===== config.mk =====
export PLATFORM = sky130hd
export DESIGN_NAME = hdr_ddr_rx_word
export DESIGN_NICKNAME = d
export VERILOG_FILES = /design/src/rtl/hdr_ddr_rx_word.sv
export SDC_FILE = /design/constraint.sdc
export NUM_CORES = 1
export LEC_CHECK = 0
export BUFFER_PORTS_ARGS = -buffer_cell sky130_fd_sc_hd__buf_2
export CAP_MARGIN = 20
export CORE_MARGIN = 1
export CORE_UTILIZATION = 52
export DETAILED_ROUTE_END_ITERATION = 12
export PLACE_DENSITY = 0.76
export SYNTH_ARGS = -nofsm -noshare
export SYNTH_HDL_FRONTEND = slang
export SYNTH_SLANG_ARGS = --single-unit

===== constraint.sdc =====
create_clock -name i_sys_clk -period 3.1 [get_ports i_sys_clk]
set_clock_uncertainty 0.05 [all_clocks]
set_input_delay 0.31 -clock i_sys_clk [delete_from_list [all_inputs] [get_ports i_sys_clk]]
set_output_delay 0.31 -clock i_sys_clk [all_outputs]
set_load 0.01 [all_outputs]

===== src/rtl/hdr_ddr_rx_word.sv =====
// HDR-DDR word receiver: samples SDA on both SCL edges and deserialises DDR fields.
// Define HDR_DDR_RX_CRC_CHECK_EN to build the internal CRC5 register and CRC check.
module hdr_ddr_rx_word #(
    parameter int         WORD_BYTES = 2,
    parameter int         LSB_FIRST  = 1,
    parameter logic [3:0] TOKEN_VAL  = 4'b0011
) (
    input  logic                    i_sys_clk,
    input  logic                    i_sys_rst,
    input  logic                    i_sclgen_scl_pos_edge,
    input  logic                    i_sclgen_scl_neg_edge,
    input  logic                    i_sdahnd_rx_sda,
    input  logic                    i_ddrccc_rx_en,
    input  logic [2:0]              i_ddrccc_rx_mode,
    input  logic                    i_crc_init,
    output logic [8*WORD_BYTES-1:0] o_regfcrc_rx_data_out,
    output logic                    o_rx_data_valid,
    output logic                    o_ddrccc_rx_mode_done,
    output logic [1:0]              o_ddrccc_pre,
    output logic                    o_ddrccc_error,
    output logic [4:0]              o_rx_crc_value
);

    localparam int DW = 8 * WORD_BYTES;

    localparam logic [2:0] M_PRE  = 3'd0;
    localparam logic [2:0] M_DATA = 3'd1;
    localparam logic [2:0] M_PAR  = 3'd2;
    localparam logic [2:0] M_TOK  = 3'd3;

    typedef enum logic [1:0] {IDLE, SHIFT, DONE} state_t;

    state_t        state;
    logic [2:0]    mode_q;
    logic [5:0]    cnt;
    logic [5:0]    len;
    logic [DW-1:0] sh;
    logic [DW-1:0] sh_nxt;
    logic [1:0]    pa_nxt;
    logic [1:0]    exp_pa;
    logic [3:0]    tok_rx;
    logic          strobe;
    logic          last;
    logic          crc_err;

    // Coincident pos/neg strobes collapse into one sample.
    assign strobe = i_sclgen_scl_pos_edge | i_sclgen_scl_neg_edge;
    assign last   = (cnt == len - 6'd1);
    assign tok_rx = {sh_nxt[0], sh_nxt[1], sh_nxt[2], sh_nxt[3]};

    always_comb begin
        case (mode_q)
            M_PRE:   len = 6'd2;
            M_DATA:  len = 6'(DW);
            M_PAR:   len = 6'd2;
            M_TOK:   len = 6'd4;
            default: len = 6'd5;
        endcase
    end

    // Fields other than LSB-first data land with the first bit highest.
    always_comb begin
        sh_nxt = {sh[DW-2:0], i_sdahnd_rx_sda};
        if (mode_q == M_DATA && LSB_FIRST != 0)
            sh_nxt = {i_sdahnd_rx_sda, sh[DW-1:1]};
    end

    always_comb begin
        pa_nxt = 2'b01;
        for (int i = 0; i < DW; i++) begin
            if (i % 2 == 1)
                pa_nxt[1] = pa_nxt[1] ^ sh_nxt[i];
            else
                pa_nxt[0] = pa_nxt[0] ^ sh_nxt[i];
        end
    end

`ifdef HDR_DDR_RX_CRC_CHECK_EN
    logic [4:0] crc;
    logic       fb;

    assign fb      = crc[4] ^ i_sdahnd_rx_sda;
    assign crc_err = (sh_nxt[4:0] != crc);

    always_ff @(posedge i_sys_clk or negedge i_sys_rst) begin
        if (!i_sys_rst)
            crc <= 5'h1F;
        else if (i_crc_init)
            crc <= 5'h1F;
        else if (state == SHIFT && i_ddrccc_rx_en && strobe && mode_q == M_DATA)
            crc <= {crc[3:0], 1'b0} ^ (fb ? 5'b00101 : 5'b00000);
    end
`else
    logic unused_crc_init;
    assign unused_crc_init = i_crc_init;
    assign crc_err         = 1'b0;
`endif

    always_ff @(posedge i_sys_clk or negedge i_sys_rst) begin
        if (!i_sys_rst) begin
            state                 <= IDLE;
            mode_q                <= M_PRE;
            cnt                   <= '0;
            sh                    <= '0;
            exp_pa                <= '0;
            o_regfcrc_rx_data_out <= '0;
            o_rx_data_valid       <= 1'b0;
            o_ddrccc_rx_mode_done <= 1'b0;
            o_ddrccc_pre          <= '0;
            o_ddrccc_error        <= 1'b0;
            o_rx_crc_value        <= '0;
        end else begin
            o_rx_data_valid       <= 1'b0;
            o_ddrccc_rx_mode_done <= 1'b0;
            o_ddrccc_error        <= 1'b0;
            case (state)
                IDLE: begin
                    if (i_ddrccc_rx_en && i_ddrccc_rx_mode <= 3'd4) begin
                        mode_q <= i_ddrccc_rx_mode;
                        cnt    <= '0;
                        state  <= SHIFT;
                    end
                end
                SHIFT: begin
                    if (!i_ddrccc_rx_en) begin
                        cnt   <= '0;
                        state <= IDLE;
                    end else if (strobe) begin
                        sh  <= sh_nxt;
                        cnt <= cnt + 6'd1;
                        if (last) begin
                            cnt                   <= '0;
                            state                 <= DONE;
                            o_ddrccc_rx_mode_done <= 1'b1;
                            case (mode_q)
                                M_PRE: o_ddrccc_pre <= sh_nxt[1:0];
                                M_DATA: begin
                                    o_regfcrc_rx_data_out <= sh_nxt;
                                    o_rx_data_valid       <= 1'b1;
                                    exp_pa                <= pa_nxt;
                                end
                                M_PAR: o_ddrccc_error <= (sh_nxt[1:0] != exp_pa);
                                M_TOK: o_ddrccc_error <= (tok_rx != TOKEN_VAL);
                                default: begin
                                    o_rx_crc_value <= sh_nxt[4:0];
                                    o_ddrccc_error <= crc_err;
                                end
                            endcase
                        end
                    end
                end
                DONE:    state <= IDLE;
                default: state <= IDLE;
            endcase
        end
    end

endmodule


==> impl_results.md <==
* IO Pins at 36
* Crit path max fanout at 18
* Final Max Tran Viols at 0
* Worst path bufs/invs at 1
* Max_cap viols at 0
* TritonCTS clock tree: done
* Site Rows at 26
* Post-synth ARST share at 100.0%
* CTS Sinks at 55
* Die extent in x at 75.06 um
* # Post-CTS Setup Buffers at 0
* Syn_nets at 272
* Vias in the first global route at 1,853
* Root Buffer: clkbuf_8
* Unrepaired setup endpoints after global routing: no
* Synth cell types at 43
* FF+latch count, synth at 55
* Area after DPL at 3018 sq um
* Synthesized instance count at 260
* Status: completed
* Worst-margin pin slew at 0.6297 ns
* WL final at 5265 um
* DRC viols at 0
* Worst rel slew slack at 58.02%
* First-pass GRT wire length at 8638 um
* Synth area leaders: dfrtp_1 50%, mux2_4 5.4%, nand2_1 5.3%
* TritonCTS Buffers at 5
* Crit. End Element: flip-flop
* Die area at 5633 sq um
* Nets at 310
* Cell Int Power at 1.732 mW
* Latest clock arrival within the worst-skew pair at 0.32 ns
* Max stage delay on crit path at 0.66 ns
* Clock slew at reported path FFs at 0.10 ns
* Mapped Area at 2775 sq um
* GRT Overall Usage at 20.63%
* Util after Layout at 61.29%
* Core area at 5107 sq um
* Total power density per cell area at 894.0 nW/um^2
* Crit Path Category: flip-flop to flip-flop
* Peak VDD IR at 0.5702 mV
* Most used flip-flop cell after synthesis: dfrtp_1
* Met1 usage at 28.68%
* Seq/Total Area, Yosys at 49.59%
* Final min period at 2.850 ns
* Grt total ovfl at 0
* Most frequent cell after synthesis: dfrtp_1
* Total number of vias at 2,038
* Top delay family on crit path: simple AND/OR/NAND/NOR gates
* GP Congestion at 0.8553
* Layout cells sized above 1 at 26.09%
* # diodes at 0
* M3 GR Usage at 4.819%
* Buffers added on ports at 34
* Hold WC Path Type: input port to flip-flop
* Clock Power Share at 15.6%
* Switching share of power at 38.10%
* Syn-to-layout area delta at 12.80%
* Max Buffers Root-to-Sink at 2
* Worst path cell trace: inv_1, nand3_1, ha_1, nor3b_1, a21oi_1, and3_1, or4_4, mux2_4
* Yosys Warn Count at 0
* Final period util at 91.94%
* Critical path launch point type: flip-flop
* Placed insts at 360
* Share of the synthesized area in the top cell type at 49.59%
* HP Start: i_ddrccc_rx_mode[2]
* Final setup viols at 0
* Synth top cells by count: 55 x dfrtp_1, 39 x nand2_1, 16 x nor2_1, 14 x xnor2_1, 13 x mux2i_1
* Layout Cells excl Fill at 369
* Htree depth at 2
* Drt wl/cell at 14.27 um
* Worst path required time at 3.26 ns
* Largest net degree at the start of global routing at 30
* F_max at 350.9 MHz
* Reg-to-reg startpoint: mode_q[2]
* Initial DRT Pass Iterations at 4
* Post-synth EDFFs at 0
* Sequential Power Share at 43.4%
* Vias per cell at 5.523
* Register area at 1376 sq um
* Final TNS setup at 0 ns
* Multi-input gate area at 1264 sq um
* CP Launch Point: mode_q[2]
* HPWL Detailed at 3683 um
* Synth Area per Inst at 10.67 sq um
* GR Util met2 at 32.53%
* Initial antenna violation count at 0
* Psw at 1.066 mW
* Grt peak-use layer: met2
* Antenna-violating nets left at 0
* Initial cell density of the core at 54.34%
* Area leader, netlist: dfrtp_1
* Number of fill cells at 431
* Fin. Hold Viols at 0
* Die Ht at 75.06 um
* Initial DRC count at 191
* Worst EP arrival at 3.01 ns
* Final instance area at 3131 sq um
* Comb pwr share at 41.0%
* CTS resizes at 0
* Leak at 1.503 nW
* Slowest cell on the critical path: or4_4
## layout make-up
| cell class | instances | area share [%] |
|---|---|---|
| flip-flops and latches | 55 | 43.96 |
| well taps | 70 | 2.798 |
| repair buffers | 46 | 8.393 |
| clock inverters | 2 | 0.6395 |
| multi-input cells | 180 | 40.37 |
| clock buffers | 6 | 2.638 |
| inverters | 10 | 1.199 |
## metrics by stage
step / total power, mW / hold slack (ns) / setup WS, ns
3_5_place_dp: 2.378 / 0.3100 / 0.2394
3_3_place_gp: 2.328 / 0.3122 / 0.3225
6_report: 2.799 / 0.1752 / 0.2499
4_1_cts: 2.817 / 0.1763 / 0.2492
5_1_grt: 2.999 / 0.1794 / 0.1039
2_1_floorplan: 2.043 / -0.03559 / 0.1830
## final timing paths
check / to / slack [ns] / cells after the start
max in group asynchronous: o_regfcrc_rx_data_out[15] / 1.74 / 3
worst max register to register: o_regfcrc_rx_data_out[2] / 0.25 / 8
min in group asynchronous: o_regfcrc_rx_data_out[8] / 0.48 / 2
worst min register to register: o_regfcrc_rx_data_out[11] / 0.46 / 1
worst max-delay path: o_regfcrc_rx_data_out[2] / 0.25 / 8
worst min-delay path: mode_q[2] / 0.18 / 3
## state kept, by name (all words and copies together) (netlist names)
name and flops:
o_regfcrc_rx_data_out 16, mode_q 3, o_rx_data_valid 1, sh 16
state 2, exp_pa 2, o_ddrccc_rx_mode_done 1, o_ddrccc_error 1
o_rx_crc_value 5, cnt 6, o_ddrccc_pre 2
## layout by cell type (no fill, tap or decap), drive strengths merged, types with 2 or more instances in the layout
| master | n |
|---|---|
| dfrtp | 55 |
| buf | 45 |
| nand2 | 39 |
| mux2 | 20 |
| nor2 | 16 |
| xnor2 | 14 |
| mux2i | 13 |
| o21ai | 12 |
| a31oi | 12 |
| inv | 11 |
| clkbuf | 6 |
| nand3 | 5 |
| nor3 | 5 |
| nor3b | 4 |
| nor4 | 4 |
| xor2 | 3 |
| o31ai | 3 |
| o211ai | 3 |
| or2 | 2 |
| nor2b | 2 |
| a21oi | 2 |
| and3 | 2 |
| or3 | 2 |
| o311ai | 2 |
| nand2b | 2 |
| ha | 2 |
## power by group through the flow
stage | Clock [mW] | Sequential (mW) | Combinational, mW
floorplan | 0 | 1.21 | 0.828
global placement | 0 | 1.22 | 1.11
detailed placement | 0 | 1.23 | 1.15
CTS | 0.441 | 1.21 | 1.16
global route | 0.471 | 1.25 | 1.28
finish | 0.436 | 1.21 | 1.15
## tightest hold or removal path: stages
cell,delay [ns]
buf_2,0.08
nand2_1,0.04
o21ai_0,0.07
## layer usage
metal | vias to the layer above | share of wire (%)
met3 | 6 | 4.1
met5 | - | 0
met4 | 0 | 1.3
met2 | 44 | 46
met1 | 1007 | 49
li1 | 981 | -
## cell families after synthesis
group | Yosys count | synth area share [%]
AOI/OAI and AO/OA | 40 | 9.423
buffers and inverters | 25 | 4.869
xor gates and xnor gates | 17 | 5.365
DFF | 55 | 49.59
and+or+nand+nor | 88 | 15.69
muxes | 33 | 14.16
adders and majority gates | 2 | 0.9016
## timing repair
action,CTS,global route
setup endpoints to repair,0,0
hold endpoints to repair,28,0
hold buffers,1,0
(Power assumes the default switching activity.)
